File: config.mk
export PLATFORM = sky130hd
export DESIGN_NAME = led_pattern_ctl_flat
export DESIGN_NICKNAME = d
export VERILOG_FILES = /design/src/rtl/led_pattern_ctl_pkg.sv /design/src/rtl/led_pattern_ctl_if.sv /design/src/rtl/led_pattern_ctl_tick_gen.sv /design/src/rtl/led_pattern_ctl.sv /design/src/flat_wrapper.sv
export SDC_FILE = /design/constraint.sdc
export NUM_CORES = 1
export LEC_CHECK = 0
export ABC_AREA = 1
export CAP_MARGIN = 20
export CORE_UTILIZATION = 50
export CTS_BUF_LIST = sky130_fd_sc_hd__clkbuf_8 sky130_fd_sc_hd__clkbuf_16
export DETAILED_ROUTE_END_ITERATION = 10
export GPL_TIMING_DRIVEN = 0
export PLACE_DENSITY = 0.66
export SYNTH_ARGS = -nofsm -noshare
export SYNTH_HDL_FRONTEND = slang
export SYNTH_SLANG_ARGS = --single-unit
File: constraint.sdc
create_clock -name clk -period 4.2 [get_ports clk]
set_input_delay 0.84 -clock clk [delete_from_list [all_inputs] [get_ports clk]]
set_output_delay 0.84 -clock clk [all_outputs]
set_load 0.02 [all_outputs]
File: src/rtl/led_pattern_ctl_pkg.sv
// Shared constants for the LED pattern sequencer: mode codes, FSM states, ping-pong direction.
// FSM state encoding is deliberately identical to the mode code so cur_mode is the state itself.
package led_pattern_ctl_pkg;

   localparam logic [1:0] MODE_OFF   = 2'd0;
   localparam logic [1:0] MODE_ROT   = 2'd1;
   localparam logic [1:0] MODE_BLINK = 2'd2;
   localparam logic [1:0] MODE_PP    = 2'd3;

   typedef enum logic [1:0] {
      S_OFF   = MODE_OFF,
      S_ROT   = MODE_ROT,
      S_BLINK = MODE_BLINK,
      S_PP    = MODE_PP
   } state_e;

   typedef enum logic {
      DIR_LEFT  = 1'b0,
      DIR_RIGHT = 1'b1
   } dir_e;

endpackage

File: src/rtl/led_pattern_ctl_if.sv
// Control/status bundle between the key control block (master) and the LED sequencer (slave).
interface led_pattern_ctl_if #(
   parameter int LED_WIDTH = 8
);
   logic [1:0]           mode;
   logic                 pause;
   logic [LED_WIDTH-1:0] led;
   logic [1:0]           cur_mode;
   logic                 tick;

   modport master (output mode, output pause, input led, input cur_mode, input tick);
   modport slave  (input mode, input pause, output led, output cur_mode, output tick);
endinterface

File: src/rtl/led_pattern_ctl_tick_gen.sv
// Step prescaler: counts TICK_DIV cycles, emits a registered one-cycle tick after each wrap.
// wrap is the combinational wrap-edge strobe the pattern FSM steps on (same edge tick is set).
module tick_gen #(
   parameter logic [23:0] TICK_DIV = 24'd12_500_000
) (
   input  logic clk,
   input  logic rst_n,
   input  logic clr,
   input  logic hold,
   output logic tick,
   output logic wrap
);
   localparam int            CW   = (TICK_DIV > 24'd1) ? $clog2(TICK_DIV) : 1;
   localparam logic [CW-1:0] LAST = CW'(TICK_DIV - 24'd1);

   logic [CW-1:0] cnt;

   // clr outranks everything, so a mode change on the wrap edge suppresses the step
   assign wrap = !clr && !hold && (cnt == LAST);

   always_ff @(posedge clk or negedge rst_n) begin
      if (!rst_n) begin
         cnt  <= '0;
         tick <= 1'b0;
      end else begin
         tick <= wrap;
         if (clr)        cnt <= '0;
         else if (!hold) cnt <= wrap ? '0 : cnt + 1'b1;
      end
   end

endmodule

File: src/rtl/led_pattern_ctl.sv
// LED bank sequencer: samples the requested mode, reloads the pattern on every change,
// and steps off / rotate / blink / ping-pong on each prescaler wrap.
module led_pattern_ctl
   import led_pattern_ctl_pkg::*;
#(
   parameter int          LED_WIDTH = 8,
   parameter logic [23:0] TICK_DIV  = 24'd12_500_000
) (
   input  logic              clk,
   input  logic              rst_n,
   led_pattern_ctl_if.slave  bus
);
   localparam logic [LED_WIDTH-1:0] LED_ONE = {{(LED_WIDTH-1){1'b0}}, 1'b1};

   logic [1:0]           mode_q;
   state_e               state, state_n;
   dir_e                 dir, dir_n;
   logic [LED_WIDTH-1:0] led_r, led_n;
   logic                 mode_chg, wrap, tick;

   assign mode_chg = (mode_q != state);

   tick_gen #(.TICK_DIV(TICK_DIV)) u_tick (
      .clk   (clk),
      .rst_n (rst_n),
      .clr   (mode_chg),
      .hold  (bus.pause),
      .tick  (tick),
      .wrap  (wrap)
   );

   always_ff @(posedge clk or negedge rst_n) begin
      if (!rst_n) begin
         mode_q <= MODE_OFF;
         state  <= S_OFF;
         dir    <= DIR_LEFT;
         led_r  <= '0;
      end else begin
         mode_q <= bus.mode;
         state  <= state_n;
         dir    <= dir_n;
         led_r  <= led_n;
      end
   end

   always_comb begin
      state_n = state;
      dir_n   = dir;
      led_n   = led_r;
      if (mode_chg) begin
         state_n = state_e'(mode_q);
         dir_n   = DIR_LEFT;
         unique case (state_e'(mode_q))
            S_OFF:   led_n = '0;
            S_BLINK: led_n = '1;
            default: led_n = LED_ONE;
         endcase
      end else if (wrap) begin
         unique case (state)
            S_ROT:   led_n = {led_r[LED_WIDTH-2:0], led_r[LED_WIDTH-1]};
            S_BLINK: led_n = ~led_r;
            S_PP: begin
               // bounce off the end bit so the lit LED never leaves the bank
               if (dir == DIR_LEFT) begin
                  if (led_r[LED_WIDTH-1]) begin
                     dir_n = DIR_RIGHT;
                     led_n = led_r >> 1;
                  end else begin
                     led_n = led_r << 1;
                  end
               end else begin
                  if (led_r[0]) begin
                     dir_n = DIR_LEFT;
                     led_n = led_r << 1;
                  end else begin
                     led_n = led_r >> 1;
                  end
               end
            end
            default: led_n = '0;
         endcase
      end
   end

   assign bus.led      = led_r;
   assign bus.cur_mode = state;
   assign bus.tick     = tick;

endmodule
File: src/flat_wrapper.sv
// flat-port wrapper written by rule: the top's interface ports become plain ports
module led_pattern_ctl_flat import led_pattern_ctl_pkg::*;
#(
   parameter int          LED_WIDTH = 8,
   parameter logic [23:0] TICK_DIV  = 24'd12_500_000
)
  (clk, rst_n, bus_mode, bus_pause, bus_led, bus_cur_mode, bus_tick);
  led_pattern_ctl_if #(.LED_WIDTH(LED_WIDTH)) bus_i ();
  input  logic clk;
  input  logic rst_n;
  input wire logic [$bits(bus_i.mode)-1:0] bus_mode;
  input wire logic [$bits(bus_i.pause)-1:0] bus_pause;
  output wire logic [$bits(bus_i.led)-1:0] bus_led;
  output wire logic [$bits(bus_i.cur_mode)-1:0] bus_cur_mode;
  output wire logic [$bits(bus_i.tick)-1:0] bus_tick;
  assign bus_i.mode = bus_mode;
  assign bus_i.pause = bus_pause;
  assign bus_led = bus_i.led;
  assign bus_cur_mode = bus_i.cur_mode;
  assign bus_tick = bus_i.tick;
  led_pattern_ctl #(.LED_WIDTH(LED_WIDTH), .TICK_DIV(TICK_DIV)) u_core (.clk(clk), .rst_n(rst_n), .bus(bus_i));
endmodule
* Word-level counts from Yosys, hierarchy flattened *
Cells that the tools add are included.

storage, ports and cells
  flip-flop bits (word level) = 38
  latch bits = 0
  memory bits (writable) = 0
  ROM bits = 0
  input bits = 5
  output and inout bits = 11
  word-level logic and storage cells = 39
  memories kept = 0

operators by class
  add/sub/neg operators = 1
  multiply operators = 0
  divide/modulo/power cells = 0
  order comparisons = 0
  eq/ne operators = 7
  shift-type cells = 0
  muxes and demuxes = 16
  bitwise operators = 1
  reductions and logical operators = 8

operator list
  kind                                                                   count
  24-bit 2-to-1 mux                                                      3
  8-bit 2-to-1 mux                                                       5
  24-bit by 1-bit adder with 24-bit output, second input constant        1
  24-bit equality test, second input constant                            1
  8-bit case mux with 3 select lines                                     1
  8-bit case mux with 2 select lines                                     1
  8-bit inverter                                                         1
  2-bit equality test, second input constant                             3
  1-bit 2-to-1 mux                                                       6
  2-bit nonzero test                                                     2
  2-bit by 1-bit equality test with 1-bit output, second input constant  1
  1-bit logical AND                                                      2
  1-bit zero test                                                        2
  2-bit zero test                                                        1
  2-bit by 1-bit != test with 1-bit output, second input constant        1
  2-bit != test                                                          1
  2-bit AND reduction                                                    1

* Longest topological paths before layout *
Gate-level depths: netlist (run 1).

  word-level depth = 7
  depth in mapped cells = 10
  mapped depth without buffers = 10

* Modules after synthesis *
A second synthesis (run 1) with hierarchy kept.

unflattened totals
  cell total of the unflattened synthesis = 363
  area, all modules = 2522.4 um^2

modules (own cells, without submodules)
  module           instances  cells an instance  area each (um^2)  sequential area each (um^2)
  tick_gen         1          227                1664.1            625.6
  led_pattern_ctl  1          136                858.3             325.3

* Worst setup path after synthesis (run 1) *
OpenSTA, ideal clock, no wires.

  kind = in2reg
  start = in bus_pause
  end = reg u_core.u_tick.cnt[14]
  library setup time = 0.118 ns
  data arrival time = 1.710 ns
  required time = 4.082 ns
  slack = 2.372 ns
  stages = 7
  path buffers = 2
  cell sequence = or2_1 nor2_1 nand2_1 o21ai_2 buf_6 buf_6 nor2_1

on the way
  longest elaborated chain between the ends = 6
  elaborated cells on any way between the ends = 7
  classes of those cells = eq/ne: 1; mux: 3; reduce/logical: 3

ends and longest elaborated chain
  item                            RTL line                        RTL
  start: declaration              flat_wrapper.sv:12              input wire logic [$bits(bus_i.pause)-1:0] bus_pause;
  1-bit zero test                 -
  1-bit logical AND (2 in a row)  led_pattern_ctl_tick_gen.sv:19  assign wrap = !clr && !hold && (cnt == LAST);
  24-bit 2-to-1 mux (2 in a row)  led_pattern_ctl_tick_gen.sv:28  else if (!hold) cnt <= wrap ? '0 : cnt + 1'b1;
  24-bit 2-to-1 mux               led_pattern_ctl_tick_gen.sv:27  if (clr) cnt <= '0;
  end signal: assignment          led_pattern_ctl_tick_gen.sv:28
  end: declaration                led_pattern_ctl_tick_gen.sv:16  logic [CW-1:0] cnt;

Several ways; a longest one is shown, not always the timed one. The select of a mux whose other input is x is not followed.
A chain may end at the register's enable or synchronous reset.

* Worst setup path in the final report (run 1) *
  start = reg u_core.state[0] (netlist: u_core.bus.cur_mode[0])
  end = out bus_cur_mode[0]

RTL lines
  item                      RTL line               RTL
  start: declaration        led_pattern_ctl.sv:16  state_e state, state_n;
  start signal: assignment  led_pattern_ctl.sv:40  state <= state_n;
  end: declaration          flat_wrapper.sv:14     output wire logic [$bits(bus_i.cur_mode)-1:0] bus_cur_mode;

No word-level cell between the ends.

==> impl_metrics.ini, run 1 <==
[cells_and_area]
final_util_pct = 60.0
drive_above_1_share_pct = 7.53
nFillCells = 453
final_common_cell = nand2_1
finalNetCount = 377
final_cell_mix = nand2_1, nor2_1, inv_1
stdcell_area_um2 = 2680
num_antenna_cells = 0
syn_to_final_growth_pct = 12.7

[floorplan]
dieArea_um2 = 5040
dieWidth_um = 71.0
chipHeight_um = 71.0
core_area_um2 = 4470
start_util_pct = 53.2
io_pins = 16
rows = 24

[hold_path]
hold_class = reg2reg
min_from = u_core.mode_q[0]

[timing]
max_freq_mhz = 433
hold_viol = 0
setup_viol = 0
drv_slew = 0
fin_tns_setup_ns = 0
rsz0062_at_grt = false
fin_ws_ns = 1.89
slew_headroom_pct = 41.0
period_needed_ns = 2.31
skew_ns = 0.00609
post-route-period-util_pct = 55.0
tightest_slew_ns = 0.885

[yosys]
yosys.area_share.adder_pct = 0.525
synth_compound_area_share_pct = 5.93
ys.flop_type = dfrtp_1
synth_edf_count = 0
synth_area_um2 = 2380
syn_inst = 349
yosysUniqueCellTypes = 28
synthXorXnorAreaFrac_pct = 2.94
ys_ff_latch = 38
synth_mux_area_share_pct = 0
syn_nets = 355
syn_avg_cell_area_um2 = 6.83
ys_seq_area_share_pct = 39.9
synthArstFlopShare_pct = 100
synthSimpleGateAreaFrac_pct = 40.9
yosysWarnings = 0
synth_top_family_by_area = simple AND/OR/NAND/NOR gates

[placed_design]
hpwl_um = 4280
gp_congestion = 0.904
post_dp_cell_area_um2 = 2590
preCtsSetupSlack_ns = 1.70
port_buffers = 15

[route]
dr.first_iter.drc_count = 205
firstDrtPassIters = 7
drc = 1
vias = 2256
ant_nets = 0
wirelength_um = 5850
viasPerCell = 5.32
wl_per_cell_um = 13.8

[worst_setup_path]
cp_top_family = buffers and inverters
crit_arrival_ns = 1.47
required_ns = 3.36
max_stage_delay_ns = 0.66
crit_type = reg2out
crit_path_end_kind = output port
path_buf_inv = 1
cp_cell_sequence = clkdlybuf4s50_1
regToRegStartpoint = u_core.u_tick.cnt[1]
critical-path-slowest-cell = clkdlybuf4s50_1
path_max_fanout = 8
setup.worst_path.start = u_core.bus.cur_mode[0]
start_kind = flip-flop

[global_route]
grt_usage_pct = 26.1
grt_pass1_vias = 2101
grt_max_degree = 39
grt_overflow_total = 0
grt_pass1_wl_um = 10200
antenna_found_initial = 0

[clock_network]
cts_tree = yes
cts.root.buffer_cell = clkbuf_8
h-tree-depth = 2
postCtsHoldBufs = 0
tritoncts.num_buffers = 5
cts_resized = 0
path_clk_slew_ns = 0.08
cts_buffer_depth = 2
insertion_delay_ns = 0.30
cts.sinks = 38
post_cts_buffers = 0

[power]
power.density_nw_per_um2 = 293
power.leakage_nw = 1.26
ir_worst_vdd_mv = 0.177

[status]
violations = design-rule violations
status = complete, but fails checks

[run]
maxCapViolCount = 0
layer usage:
layer	up-vias	part of all wire (%)	track usage (%)	routed length, um
met5	-	0	0	0
met4	0	1.5	8.00	90
met3	11	5.5	3.42	323
met2	59	41	38.2	2410
met1	1027	52	40.1	3030
li1	1159	-	-	-
registers in the layout, indices dropped and copies added, names as in the netlist:
| name | flops |
|---|---|
| u_core.u_tick.cnt | 24 |
| u_core.bus.led | 8 |
| u_core.bus.cur_mode | 2 |
| u_core.mode_q | 2 |
| u_core.dir | 1 |
| u_core.u_tick.tick | 1 |
cells in the mapped netlist (2+ instances only):
| cell type | count | area share (%) |
|---|---|---|
| nor3_1 | 13 | 2.7 |
| inv_1 | 42 | 6.6 |
| nand3_1 | 35 | 7.4 |
| nor2_2 | 2 | 0.53 |
| o22ai_1 | 6 | 1.6 |
| o21ai_0 | 9 | 1.9 |
| nor2_1 | 45 | 7.1 |
| buf_4 | 2 | 0.63 |
| xor2_1 | 8 | 2.9 |
| nand2_2 | 5 | 1.3 |
| nand3b_1 | 2 | 0.63 |
| nand4_1 | 9 | 2.4 |
| buf_6 | 3 | 1.4 |
| clkbuf_1 | 2 | 0.32 |
| a21oi_1 | 7 | 1.5 |
| dfrtp_1 | 38 | 40 |
| nand2_1 | 107 | 17 |
| inv_2 | 4 | 0.63 |
final timing paths:
check | slack, ns | depth (start not counted) | endpoint
worst max-delay path | 1.89 | 1 | bus_cur_mode[0]
worst min-delay path | 0.53 | 1 | u_core.bus.cur_mode[0]
worst max register to register | 2.39 | 8 | u_core.u_tick.cnt[11]
worst min register to register | 0.53 | 1 | u_core.bus.cur_mode[0]
max in group asynchronous | 2.98 | 1 | u_core.u_tick.cnt[23]
min in group asynchronous | 0.66 | 1 | u_core.u_tick.cnt[2]
power by group:
group	total, W	internal (W)	switching, W
clock	0.000263	0.000130	0.000133
combinational	0.000130	0.0000481	0.0000818
sequential	0.000395	0.000377	0.0000172
area by class of cell:
cell class	count	area, um^2	share of cell area (%)
multi-input cells	257	1200	44.6
flip-flops and latches	38	951	35.4
inverters	46	173	6.43
repair buffers	15	145	5.41
clock buffers	6	82.6	3.08
well taps	52	65.1	2.42
plain buffers	8	61.3	2.28
clock inverters	2	8.76	0.326
through the flow:
step	power [W]	cells	hold slack, ns
floorplan	0.000478	349	0.466
global placement	0.000531	416	0.499
detailed placement	0.000532	416	0.511
CTS	0.000798	424	0.530
global route	0.000829	424	0.565
finish	0.000787	424	0.531
cells by family after synthesis:
kind of cell | count (synthesis)
xor gates and xnor gates | 8
and+or+nand+nor | 223
adders and majority gates | 1
DFF | 38
AOI/OAI and AO/OA | 25
buffers and inverters | 54
Power figures use the tool's default switching activity.
==> run 2, diff against run 1 <==
--- a/config.mk
+++ b/config.mk
@@ -11,7 +11,7 @@
 export CTS_BUF_LIST = sky130_fd_sc_hd__clkbuf_8 sky130_fd_sc_hd__clkbuf_16
 export DETAILED_ROUTE_END_ITERATION = 10
 export GPL_TIMING_DRIVEN = 0
-export PLACE_DENSITY = 0.66
+export PLACE_DENSITY = 0.69
 export SYNTH_ARGS = -nofsm -noshare
 export SYNTH_HDL_FRONTEND = slang
 export SYNTH_SLANG_ARGS = --single-unit
==> constraint.sdc (replaced) <==
create_clock -name clk -period 2.1 [get_ports clk]
set_input_delay 0.42 -clock clk [delete_from_list [all_inputs] [get_ports clk]]
set_output_delay 0.42 -clock clk [all_outputs]
set_load 0.02 [all_outputs]
==> run 2 against run 1 <==
Compared with the run above:
- utilization rose by 1.1 points
- hold slack got worse by 0.31 ns
- combinational power rose by 98%
- the flow still finishes with violations (design-rule violations)
- critical endpoint is now bus_led[7]
- clock skew rose by 0.0016 ns
- cell count did not move
- clock power rose to 3.0 times the previous value
- design area rose by 1.9%
==> impl_metrics.ini, run 2 (synthesis results as in run 1) <==
[status]
status = complete, but fails checks
violations = design-rule violations

[worst_setup_path]
crit_arrival_ns = 1.44
path_max_fanout = 8
critical-path-slowest-cell = clkdlybuf4s50_1
crit_path_end_kind = output port
cp_top_family = buffers and inverters
max_stage_delay_ns = 0.65
start_kind = flip-flop
required_ns = 1.68
crit_type = reg2out
path_buf_inv = 1
cp_cell_sequence = clkdlybuf4s50_1

[power]
pwr-share-clk_pct = 42.7
power.density_nw_per_um2 = 667
p_seq_share_pct = 43.2
ir_worst_vdd_mv = 0.389
net-switching-power_w = 0.000468
p_int_w = 0.00136
power.leakage_nw = 1.28
p_comb_share_pct = 14.1
switching_share_pct = 25.6

[clock_network]
insertion_delay_ns = 0.30
path_clk_slew_ns = 0.08
h-tree-depth = 2
cts_tree = yes
cts_buffer_depth = 2
post_cts_buffers = 0
cts.sinks = 38
cts_resized = 0
cts.root.buffer_cell = clkbuf_8
tritoncts.num_buffers = 5
postCtsHoldBufs = 0

[floorplan]
core_area_um2 = 4470
dieArea_um2 = 5040
chipHeight_um = 71.0
start_util_pct = 53.2
io_pins = 16
dieWidth_um = 71.0
rows = 24

[cells_and_area]
final_common_cell = nand2_1
drive_above_1_share_pct = 7.80
largest_reg_flops = 24
syn_to_final_growth_pct = 14.8
stdcell_area_um2 = 2740
finalNetCount = 377
top_register = u_core.u_tick.cnt
num_antenna_cells = 0
nFillCells = 436
final_cell_mix = nand2_1, nor2_1, inv_1

[route]
viasPerCell = 5.28
wl_met3_um = 259
ant_nets = 0
drc = 2
wl_met2_um = 2580
vias = 2240
drt-met1-wl_um = 2870
dr.max_layer_used = met4
wirelength_um = 5810
wl_per_cell_um = 13.7
firstDrtPassIters = 7
dr.first_iter.drc_count = 196

[placed_design]
hpwl_um = 4240
post_dp_cell_area_um2 = 2590
port_buffers = 15
gp_congestion = 0.912

[timing]
skew_ns = 0.00771
max_freq_mhz = 539
period_needed_ns = 1.86
fin_tns_setup_ns = 0
slew_headroom_pct = 43.7
drv_slew = 0
setup_viol = 0
whs_ns = 0.221
post-route-period-util_pct = 88.3
tightest_slew_ns = 0.844
rsz0062_at_grt = false
hold_viol = 0

[global_route]
antenna_found_initial = 0
grt_pass1_wl_um = 10100
grt_usage_pct = 25.8
grt_pass1_vias = 2152
grt_overflow_total = 0
grt_max_degree = 39

[run]
maxCapViolCount = 0

[hold_path]
hold_class = in2async
[run 2: cell count changes in the layout (fill, tap and decap cells not counted), sizes merged]
cell / delta
inv: -1
clkinv: -1
bufinv: +2
[run 2: power by group through the flow]
stage	Clock [W]	Combinational, W	Sequential, W
after floorplan	0	0.000138	0.000819
after global placement	0	0.000257	0.000802
after detailed placement	0	0.000259	0.000803
after CTS	0.000799	0.000260	0.000788
after global routing	0.000830	0.000296	0.000793
final	0.000779	0.000258	0.000788
[run 2: metal layers]
layer,up-vias,global-route usage [%]
met1,1029,35.7
met5,-,0
met4,0,9.56
met3,9,4.42
met2,52,40.7
li1,1150,-
[run 2: final timing paths]
kind / startpoint / slack (ns) / cells after the start / end
max in group asynchronous: rst_n / 1.34 / 1 / u_core.bus.cur_mode[0]
worst min-delay path: rst_n / 0.22 / 1 / u_core.u_tick.cnt[1]
worst min register to register: u_core.mode_q[0] / 0.52 / 1 / u_core.bus.cur_mode[0]
min in group clk: u_core.mode_q[0] / 0.52 / 1 / u_core.bus.cur_mode[0]
worst max-delay path: u_core.bus.led[7] / 0.24 / 1 / bus_led[7]
worst max register to register: u_core.u_tick.cnt[0] / 0.30 / 8 / u_core.u_tick.cnt[18]
[run 2: stage by stage]
step                total power [W]  instances  setup slack (ns)  util (%)
detailed placement          0.00106        416           -0.0127      57.9
global route                0.00192        424             0.157      61.1
global placement            0.00106        416            -0.332      58.1
CTS                         0.00185        424             0.236      61.1
finish                      0.00183        424             0.245      61.1
floorplan                  0.000956        349             0.611         -
[run 2: area by class of cell]
class / count / area, um^2 / share of cell area, %
plain buffers: 8 / 61.3 / 2.24
clock buffers: 6 / 82.6 / 3.02
clock inverters: 2 / 60.1 / 2.20
inverters: 46 / 173 / 6.31
multi-input cells: 257 / 1200 / 43.8
flip-flops and latches: 38 / 951 / 34.8
well taps: 52 / 65.1 / 2.38
repair buffers: 15 / 145 / 5.31
